## src/rtl/spi_sram_master.sv

```systemverilog
// rtl/spi_sram_master.sv - byte-wide memory requests to SPI SRAM READ/WRITE frames
// Keeps cs_n low after a frame so address-sequential same-direction bytes stream without a new command.
module spi_sram_master #(
  parameter int ADDR_BITS = 24,
  parameter int DIV       = 1,
  parameter bit SEQ_EN    = 1'b1
) (
  input  logic                 clk,
  input  logic                 rst_n,
  input  logic                 req_valid,
  output logic                 req_ready,
  input  logic                 req_wr,
  input  logic [ADDR_BITS-1:0] req_addr,
  input  logic [7:0]           req_wdata,
  output logic                 rsp_done,
  output logic [7:0]           rsp_rdata,
  output logic                 cs_n,
  output logic                 sclk,
  output logic                 mosi,
  input  logic                 miso
);
  localparam int FRAME = 16 + ADDR_BITS;
  localparam int BW    = $clog2(FRAME + 1);
  localparam int CW    = (DIV > 1) ? $clog2(DIV) : 1;
  localparam logic [CW-1:0] DIV_LAST  = CW'(DIV - 1);
  localparam logic [BW-1:0] FULL_BITS = BW'(FRAME);
  localparam logic [BW-1:0] BYTE_BITS = BW'(8);

  typedef enum logic [2:0] {IDLE, SETUP, SHIFT, HOLD, GAP} state_t;

  state_t               state_q, state_d;
  logic [FRAME-1:0]     sr_q, sr_d;
  logic [7:0]           rx_q, rx_d;
  logic [BW-1:0]        bits_q, bits_d;
  logic [CW-1:0]        cnt_q, cnt_d;
  logic                 phase_q, phase_d;
  logic                 lead_q, lead_d;
  logic                 wr_q, wr_d;
  logic [ADDR_BITS-1:0] addr_q, addr_d;
  logic [ADDR_BITS-1:0] last_addr_q, last_addr_d;
  logic                 last_wr_q, last_wr_d;
  logic                 last_vld_q, last_vld_d;
  logic                 pend_q, pend_d;
  logic                 cs_n_q, cs_n_d;
  logic                 sclk_q, sclk_d;
  logic                 mosi_q, mosi_d;
  logic                 ready_q, ready_d;
  logic                 done_q, done_d;
  logic [7:0]           rdata_q, rdata_d;

  logic accept;
  logic seq_hit;

  function automatic logic [FRAME-1:0] full_frame(input logic wr, input logic [ADDR_BITS-1:0] addr,
                                                  input logic [7:0] wdata);
    return {(wr ? 8'h02 : 8'h03), addr, (wr ? wdata : 8'h00)};
  endfunction

  assign accept  = req_valid && ready_q;
  assign seq_hit = SEQ_EN && last_vld_q && (req_wr == last_wr_q) &&
                   (req_addr == last_addr_q + ADDR_BITS'(1));

  always_comb begin
    state_d     = state_q;
    sr_d        = sr_q;
    rx_d        = rx_q;
    bits_d      = bits_q;
    cnt_d       = cnt_q;
    phase_d     = phase_q;
    lead_d      = lead_q;
    wr_d        = wr_q;
    addr_d      = addr_q;
    last_addr_d = last_addr_q;
    last_wr_d   = last_wr_q;
    last_vld_d  = last_vld_q;
    pend_d      = pend_q;
    cs_n_d      = cs_n_q;
    sclk_d      = sclk_q;
    mosi_d      = mosi_q;
    ready_d     = ready_q;
    done_d      = 1'b0;
    rdata_d     = rdata_q;

    case (state_q)
      IDLE: begin
        ready_d = 1'b1;
        if (accept) begin
          wr_d    = req_wr;
          addr_d  = req_addr;
          sr_d    = full_frame(req_wr, req_addr, req_wdata);
          bits_d  = FULL_BITS;
          cs_n_d  = 1'b0;
          mosi_d  = sr_d[FRAME-1];
          ready_d = 1'b0;
          state_d = SETUP;
        end
      end
      SETUP: begin
        cnt_d   = '0;
        phase_d = 1'b0;
        lead_d  = 1'b0;
        state_d = SHIFT;
      end
      SHIFT: begin
        if (lead_q) begin
          // Streamed bytes get the same one-cycle lead-in a SETUP gives a full frame.
          lead_d = 1'b0;
        end else if (cnt_q != DIV_LAST) begin
          cnt_d = cnt_q + CW'(1);
        end else begin
          cnt_d = '0;
          if (!phase_q) begin
            phase_d = 1'b1;
            sclk_d  = 1'b1;
          end else begin
            phase_d = 1'b0;
            sclk_d  = 1'b0;
            rx_d    = {rx_q[6:0], miso};
            sr_d    = {sr_q[FRAME-2:0], 1'b0};
            mosi_d  = sr_d[FRAME-1];
            bits_d  = bits_q - BW'(1);
            if (bits_q == BW'(1)) begin
              done_d      = 1'b1;
              last_addr_d = addr_q;
              last_wr_d   = wr_q;
              last_vld_d  = 1'b1;
              if (!wr_q) rdata_d = rx_d;
              cs_n_d  = !SEQ_EN;
              state_d = SEQ_EN ? HOLD : GAP;
            end
          end
        end
      end
      HOLD: begin
        ready_d = 1'b1;
        if (accept) begin
          wr_d    = req_wr;
          addr_d  = req_addr;
          ready_d = 1'b0;
          if (seq_hit) begin
            sr_d    = {(req_wr ? req_wdata : 8'h00), {(FRAME-8){1'b0}}};
            bits_d  = BYTE_BITS;
            cnt_d   = '0;
            phase_d = 1'b0;
            lead_d  = 1'b1;
            mosi_d  = sr_d[FRAME-1];
            state_d = SHIFT;
          end else begin
            sr_d    = full_frame(req_wr, req_addr, req_wdata);
            bits_d  = FULL_BITS;
            pend_d  = 1'b1;
            cs_n_d  = 1'b1;
            state_d = GAP;
          end
        end
      end
      GAP: begin
        if (pend_q) begin
          pend_d  = 1'b0;
          cs_n_d  = 1'b0;
          mosi_d  = sr_q[FRAME-1];
          state_d = SETUP;
        end else begin
          ready_d = 1'b1;
          state_d = IDLE;
        end
      end
      default: state_d = IDLE;
    endcase
  end

  always_ff @(posedge clk) begin
    if (!rst_n) begin
      state_q     <= IDLE;
      sr_q        <= '0;
      rx_q        <= '0;
      bits_q      <= '0;
      cnt_q       <= '0;
      phase_q     <= 1'b0;
      lead_q      <= 1'b0;
      wr_q        <= 1'b0;
      addr_q      <= '0;
      last_addr_q <= '0;
      last_wr_q   <= 1'b0;
      last_vld_q  <= 1'b0;
      pend_q      <= 1'b0;
      cs_n_q      <= 1'b1;
      sclk_q      <= 1'b0;
      mosi_q      <= 1'b0;
      ready_q     <= 1'b0;
      done_q      <= 1'b0;
      rdata_q     <= 8'h00;
    end else begin
      state_q     <= state_d;
      sr_q        <= sr_d;
      rx_q        <= rx_d;
      bits_q      <= bits_d;
      cnt_q       <= cnt_d;
      phase_q     <= phase_d;
      lead_q      <= lead_d;
      wr_q        <= wr_d;
      addr_q      <= addr_d;
      last_addr_q <= last_addr_d;
      last_wr_q   <= last_wr_d;
      last_vld_q  <= last_vld_d;
      pend_q      <= pend_d;
      cs_n_q      <= cs_n_d;
      sclk_q      <= sclk_d;
      mosi_q      <= mosi_d;
      ready_q     <= ready_d;
      done_q      <= done_d;
      rdata_q     <= rdata_d;
    end
  end

  assign req_ready = ready_q;
  assign rsp_done  = done_q;
  assign rsp_rdata = rdata_q;
  assign cs_n      = cs_n_q;
  assign sclk      = sclk_q;
  assign mosi      = mosi_q;
endmodule
```

## config.mk

```make
export PLATFORM = sky130hd
export DESIGN_NAME = spi_sram_master
export DESIGN_NICKNAME = d
export VERILOG_FILES = /design/src/rtl/spi_sram_master.sv
export SDC_FILE = /design/constraint.sdc
export NUM_CORES = 1
export LEC_CHECK = 0
export CORE_MARGIN = 2
export CORE_UTILIZATION = 53
export CTS_CLUSTER_SIZE = 10
export DETAILED_ROUTE_END_ITERATION = 8
export GPL_TIMING_DRIVEN = 0
export HOLD_SLACK_MARGIN = 0.08
export PLACE_DENSITY_LB_ADDON = 0.05
export SYNTH_ARGS = -nofsm -noshare
export SYNTH_HDL_FRONTEND = slang
export SYNTH_SLANG_ARGS = --single-unit
export TNS_END_PERCENT = 100
```

## constraint.sdc

```tcl
create_clock -name clk -period 2.82 [get_ports clk]
set_input_delay 0.423 -clock clk [delete_from_list [all_inputs] [get_ports clk]]
set_output_delay 0.423 -clock clk [all_outputs]
set_load 0.02 [all_outputs]
```

==> results of run 1 <==
-- through the flow --
stage	power, mW	hold slack (ns)	setup TNS [ns]	utilization (%)	instances
finish	6.41	0.443	-1.23	69.6	1012
CTS	6.19	0.400	-1.59	66.9	1006
global route	6.72	0.465	-3.79	69.6	1012
floorplan	3.26	0.425	0	-	777
detailed placement	3.74	0.438	-23.46	59.7	967
global placement	3.70	0.431	-21.69	59.7	967
-- sequential cells by signal (all words and copies together), names as in the netlist --
| name | cells |
|---|---|
| wr_q | 1 |
| rsp_done | 1 |
| bits_q | 6 |
| last_vld_q | 1 |
| sclk | 1 |
| state_q | 3 |
| sr_q | 40 |
| last_addr_q | 24 |
| pend_q | 1 |
| rx_q | 7 |
| mosi | 1 |
| rsp_rdata | 8 |
| last_wr_q | 1 |
| addr_q | 24 |
| phase_q | 1 |
| cs_n | 1 |
| lead_q | 1 |
| req_ready | 1 |
-- layer usage --
| metal | vias to the layer above | share of wire, % | GRT usage (%) |
|---|---|---|---|
| met1 | 2898 | 44 | 37.6 |
| met4 | 0 | 2.3 | 11.4 |
| li1 | 2884 | - | - |
| met2 | 205 | 47 | 43.8 |
| met3 | 39 | 6.5 | 7.08 |
| met5 | - | 0 | 0 |
-- layout make-up --
cell class	count	area [sq um]	share of cell area, %
multi-input cells	588	3650	46.3
flip-flops and latches	123	2480	31.5
repair buffers	63	636	8.07
clock buffers	24	492	6.24
plain buffers	50	229	2.91
well taps	143	179	2.27
clock inverters	7	160	2.03
inverters	14	52.6	0.667
-- logic make-up (layout without fill, tap and decap cells) --
| kind of cell | count (synthesis) | in the layout | synth area share, % |
|---|---|---|---|
| adder cells (fa/ha/maj) | 3 | 3 | 0.615 |
| AND/OR/NAND/NOR | 304 | 304 | 24.6 |
| buffers and inverters | 66 | 158 | 4.24 |
| flip-flops | 123 | 123 | 40.3 |
| AO/OA/AOI/OAI | 240 | 240 | 24.1 |
| multiplexers | 3 | 3 | 0.512 |
| XOR/XNOR | 38 | 38 | 5.69 |
-- worst min path at each step --
stage,startpoint,end,cells past startpoint
after detailed placement,addr_q[0],last_addr_q[0],2
after global routing,req_addr[6],addr_q[6],3
after global placement,addr_q[0],last_addr_q[0],2
final,addr_q[0],last_addr_q[0],2
after CTS,req_addr[6],addr_q[6],3
after floorplan,addr_q[0],last_addr_q[0],2
-- cell usage after synthesis, types with 3 or more instances --
master	instances
ha_1	3
xnor2_1	27
a221oi_1	4
a211oi_1	28
nand3b_1	3
or3_1	12
nand4_1	8
a22oi_1	6
o21ai_0	51
nor2b_1	23
buf_2	3
or4_1	3
nand2_1	163
and3_1	3
nor2_1	31
clkbuf_1	46
xor2_1	10
inv_1	14
nand2b_1	7
o31ai_1	3
nor3_1	8
a31oi_1	3
nand3_1	17
and2_1	6
o22ai_2	5
dfxtp_1	123
nor4_1	4
a21oi_1	112
-- report_power, final --
| group | total (mW) | switching (mW) | internal [mW] |
|---|---|---|---|
| sequential | 2.18 | 0.165 | 2.01 |
| clock | 2.42 | 0.764 | 1.65 |
| combinational | 1.82 | 1.13 | 0.691 |
| total | 6.41 | 2.06 | 4.35 |
-- timing repair --
| action | 4_1_cts | 5_1_grt |
|---|---|---|
| setup endpoints to repair | 73 | 88 |
| gates resized for setup | 27 | 60 |
| cloned | 0 | 2 |
| pin swaps | 13 | 15 |
| setup buffers | 8 | 6 |
-- worst min-delay path, stage by stage, from the launching register on --
cell	delay [ns]
dfxtp_1	0.31
nand2_1	0.05
a21oi_1	0.05
==> impl_metrics.toml, run 1 <==
[sta]
slew_viol_final = 0
clock.fmax_mhz = 341
hold_violations = 0
setup_violations = 32
slew_headroom_pct = 52.8
finClkSkew_ns = 0.00711
worst_slack_ns = -0.117
post-route-period-util_pct = 104
period_minus_slack_ns = 2.94
rsz0062_at_grt = "yes"
worstMarginPinSlew_ns = 0.709

[route]
final_antenna_net_count = 0
firstDrtPassIters = 5
wl_um = 17700
drtIter0Drc = 521
viasPerCell = 5.95
drc = 0
post_drt_wl_per_cell_um = 17.5
vias = 6026

[setup_path]
critPathBufInv = 2
worstReg2RegEnd = "sr_q[38]"
path_depth = 10
endpoint = "sr_q[38]"
path_max_fanout = 7
critPathCaptureType = "register"
reg2reg_slack_ns = -0.12
start_kind = "register"
crit_type = "reg2reg"
critPathMaxStageDelay_ns = 0.51
crit_chain = "buf_6, xor3_1, or4_1, a21oi_2, nor2_2, nor4b_4, nand4b_4, or3_1, buf_6, o22ai_4"
arrival_ns = 3.28
reg2reg_depth = 10
worstPathRequired_ns = 3.17
cpLargestDelayFamily = "simple AND/OR/NAND/NOR gates"
r2r-start = "last_addr_q[6]"
crit_start = "last_addr_q[6]"
cp_common_cell = "buf_6"
crit_slowest_cell = "or4_1"

[floorplanning]
die_w_um = 111
fp.dieArea_sq_um = 12400
floorplan.rows = 39
die_h_um = 111
num_io_pins = 50
initial_utilization_pct = 54.0
coreArea_sq_um = 11300

[clock_network]
cts_buffer_depth = 2
tritoncts = "done"
cts_buffers = 17
ctsHoldBuffers = 0
clk_pin_slew_worst_paths_ns = 0.05
cts_sinks = 123
cts_root_buf = "clkbuf_16"
insertion_delay_ns = 0.42
h-tree-depth = 4

[final_layout]
most-common-layout-cells = "nand2_1 (163), dfxtp_1 (112), a21oi_1 (111), o21ai_0 (51), clkdlybuf4s50_1 (47)"
syn_to_final_growth_pct = 29.0
drive_gt1_share_pct = 14.8
fin_area_sq_um = 7880
fillers = 937
n_antenna_cell = 0
final_common_cell = "nand2_1"
fin_nets = 897

[yosys]
synthFlopType = "dfxtp_1"
yosysWarnings = 0
ys_ff_latch = 123
syn_area_per_cell_sq_um = 7.86
synth_edf_count = 0
synthCells = 777
synth_top_area_share_pct = 40.3
seq_area_frac_synth_pct = 40.3
async_flop_share_pct = 0
synth_cell_types = 69
synth_area_sq_um = 6110
mappedNetlistNets = 817
yosysTopAreaCell = "dfxtp_1"
synth_area_leaders = "dfxtp_1 (40%), nand2_1 (10%), a21oi_1 (9.2%), o21ai_0 (4.2%), xnor2_1 (3.9%)"

[placement]
dp_hpwl_um = 11900
gp_congestion = 0.936
port-buffer-count = 47
place_area_sq_um = 6760
dp_slack_ns = -0.684

[global_routing]
grt_antenna_before_repair = 0
grt_max_degree = 17
grt_first_pass_wirelength_um = 28300
grt_usage_pct = 28.1
overflow = 0
first_global_vias = 5673

[power_and_ir_drop]
irDropWorstVdd_v = 0.000648
leakage_nw = 2.75
p_per_area_nw_per_um2 = 814

[worst_hold_path]
hold_class = "reg2reg"

[run_status]
violations = "setup timing"
status = "finished with violations"

[flow_run]
maxCapViolations = 0
Note: power is estimated with default switching activity, not from simulation.
==> inputs of run 2 (changes only) <==
- CELL_PAD_IN_SITES_DETAIL_PLACEMENT: unset -> 1
- CELL_PAD_IN_SITES_GLOBAL_PLACEMENT: unset -> 1
- CORE_UTILIZATION: 53 -> 39
- PLACE_DENSITY_LB_ADDON: 0.05 -> 0.1
==> run 2 against run 1 <==
- the flow still finishes with violations (setup timing)
- cell area decreased by 0.44%
- critical endpoint is now sr_q[21]
- maximum frequency up 1.6%
- cell count rose by 6.5%
- die area rose by 35%
- via count fell by 0.48%
- clock skew increased by 0.0014 ns
- hold slack worse by 0.024 ns
- count of clock-buffer cells in the layout shrank 5
- flip-flop and latch count is the same
- critical path type unchanged
==> impl_metrics.toml, run 2 (synthesis gave the netlist of run 1 again) <==
[setup_path]
crit_chain = "buf_6, xor3_1, or4_4, a21oi_2, nor2_1, nor4b_4, nand4b_4, a21oi_4, buf_12, buf_8, a211oi_2"
crit_slowest_cell = "xor3_1"
crit_start = "last_addr_q[6]"
critPathMaxStageDelay_ns = 0.43
worstPathRequired_ns = 3.13
r2r-start = "last_addr_q[6]"
reg2reg_slack_ns = -0.07
start_kind = "register"
critPathCaptureType = "register"
crit_type = "reg2reg"
path_max_fanout = 8
arrival_ns = 3.20

[final_layout]
syn_to_final_growth_pct = 28.4
fillers = 1835
multiInputGateArea_sq_um = 3650
reg_top3 = "sr_q: 40 flops, addr_q: 24 flops, last_addr_q: 24 flops"
final_common_cell = "nand2_1"
drive_gt1_share_pct = 14.5
seq_area_sq_um = 2480
most-common-layout-cells = "nand2_1 (163), dfxtp_1 (115), a21oi_1 (110), o21ai_0 (51), clkdlybuf4s50_1 (47)"
n_antenna_cell = 0
fin_nets = 895
largest_reg_flops = 40
regMostFlops = "sr_q"

[worst_hold_path]
hp-start = "req_addr[6]"
hold_class = "in2reg"

[floorplanning]
die_w_um = 129
num_io_pins = 50
initial_utilization_pct = 40.0
coreArea_sq_um = 15300
floorplan.rows = 45
fp.dieArea_sq_um = 16700
die_h_um = 129

[placement]
port-buffer-count = 47
gp_congestion = 0.869
dp_hpwl_um = 14000

[clock_network]
h-tree-depth = 4
insertion_delay_ns = 0.43
cts_sinks = 123
cts_buffers = 17
cts_root_buf = "clkbuf_16"
tritoncts = "done"
cts_buffer_depth = 2
clk_pin_slew_worst_paths_ns = 0.06
ctsHoldBuffers = 0

[run_status]
violations = "setup timing"
status = "finished with violations"

[sta]
finalSetupTns_ns = -1.23
finClkSkew_ns = 0.00852
clock.fmax_mhz = 346
worstMarginPinSlew_ns = 0.784
rsz0062_at_grt = "yes"
hold_violations = 0
post-route-period-util_pct = 102
slew_headroom_pct = 47.5
setup_violations = 30
worst_slack_ns = -0.0700
period_minus_slack_ns = 2.89
slew_viol_final = 0

[global_routing]
grt-busiest-layer = "met2"
grt_antenna_before_repair = 0
first_global_vias = 6154
grt_first_pass_wirelength_um = 32300
grt_usage_pct = 24.9
use_met2_pct = 40.2
overflow = 0
use_met1_pct = 33.9
grt_max_degree = 17
met3_usage_pct = 4.00

[power_and_ir_drop]
leakage_nw = 2.69
p_per_area_nw_per_um2 = 789
p_total_mw = 6.19
irDropWorstVdd_v = 0.000476

[route]
final_antenna_net_count = 0
drtIter0Drc = 255
vias = 5997
post_drt_wl_per_cell_um = 18.9
wl_um = 20400
drc = 0
viasPerCell = 5.56
firstDrtPassIters = 5

[flow_run]
maxCapViolations = 0
[run 2: changes by cell type in the layout (fill, tap and decap cells not counted), sizes merged]
cell      previous run  this run
clkbuf              70        64
bufinv               5         2
buf                 20        19
clkinvlp             0         6
clkinv               2         4
[run 2: routing by layer]
| metal | vias to the layer above | part of all wire (%) |
|---|---|---|
| met5 | - | 0 |
| li1 | 2883 | - |
| met2 | 105 | 47 |
| met1 | 2979 | 48 |
| met3 | 30 | 3.0 |
| met4 | 0 | 1.9 |
[run 2: worst paths after layout]
| path | end | cells after the start |
|---|---|---|
| worst min register to register | last_addr_q[19] | 2 |
| worst max-delay path | sr_q[21] | 11 |
| worst max register to register | sr_q[21] | 11 |
| worst min-delay path | addr_q[6] | 3 |
[run 2: cell type report]
class | instances | area share, %
tap | 211 | 3.37
timing repair buffer | 62 | 7.80
clock buffer | 19 | 5.65
multi-input combinational | 588 | 46.5
clock inverter | 12 | 1.60
sequential | 123 | 31.6
buffer | 49 | 2.82
inverter | 14 | 0.670
[run 2: stage by stage]
stage	utilization, %	std cells	hold WS [ns]	instance area [sq um]	worst slack, ns
2_1_floorplan	-	777	0.425	6110	0.00164
3_3_place_gp	44.9	1035	0.437	6850	-0.735
6_report	51.4	1078	0.419	7840	-0.0700
5_1_grt	51.4	1078	0.447	7840	-0.171
4_1_cts	50.2	1075	0.413	7650	-0.0444
3_5_place_dp	44.9	1035	0.449	6850	-0.766
[run 2: where the power goes]
group	leakage, nW	switching (mW)	internal, mW	total [mW]
sequential	1.00	0.177	2.01	2.19
clock	0.263	0.829	1.31	2.14
combinational	1.42	1.19	0.677	1.87
total	2.69	2.20	3.99	6.19
[run 2: timing repair]
item / 4_1_cts / 5_1_grt
resized for setup: 45 / 48
cloned: 1 / 1
setup buffers: 9 / 5
pin swaps: 13 / 22
setup endpoints to repair: 81 / 100
[run 2: critical path: cells and delay by family, from the launching register on]
family,cells,cell delay (ns)
DFF,1,0.33
and+or+nand+nor,4,1.06
buffers and inverters,3,0.42
AOI/OAI and AO/OA,3,0.53
xor gates and xnor gates,1,0.43
==> inputs of run 3 (changes only) <==
- CTS_CLUSTER_SIZE: 10 -> 14
==> results of run 3 <==
No change in the layout: final DEF, timing and power equal those of run 2.
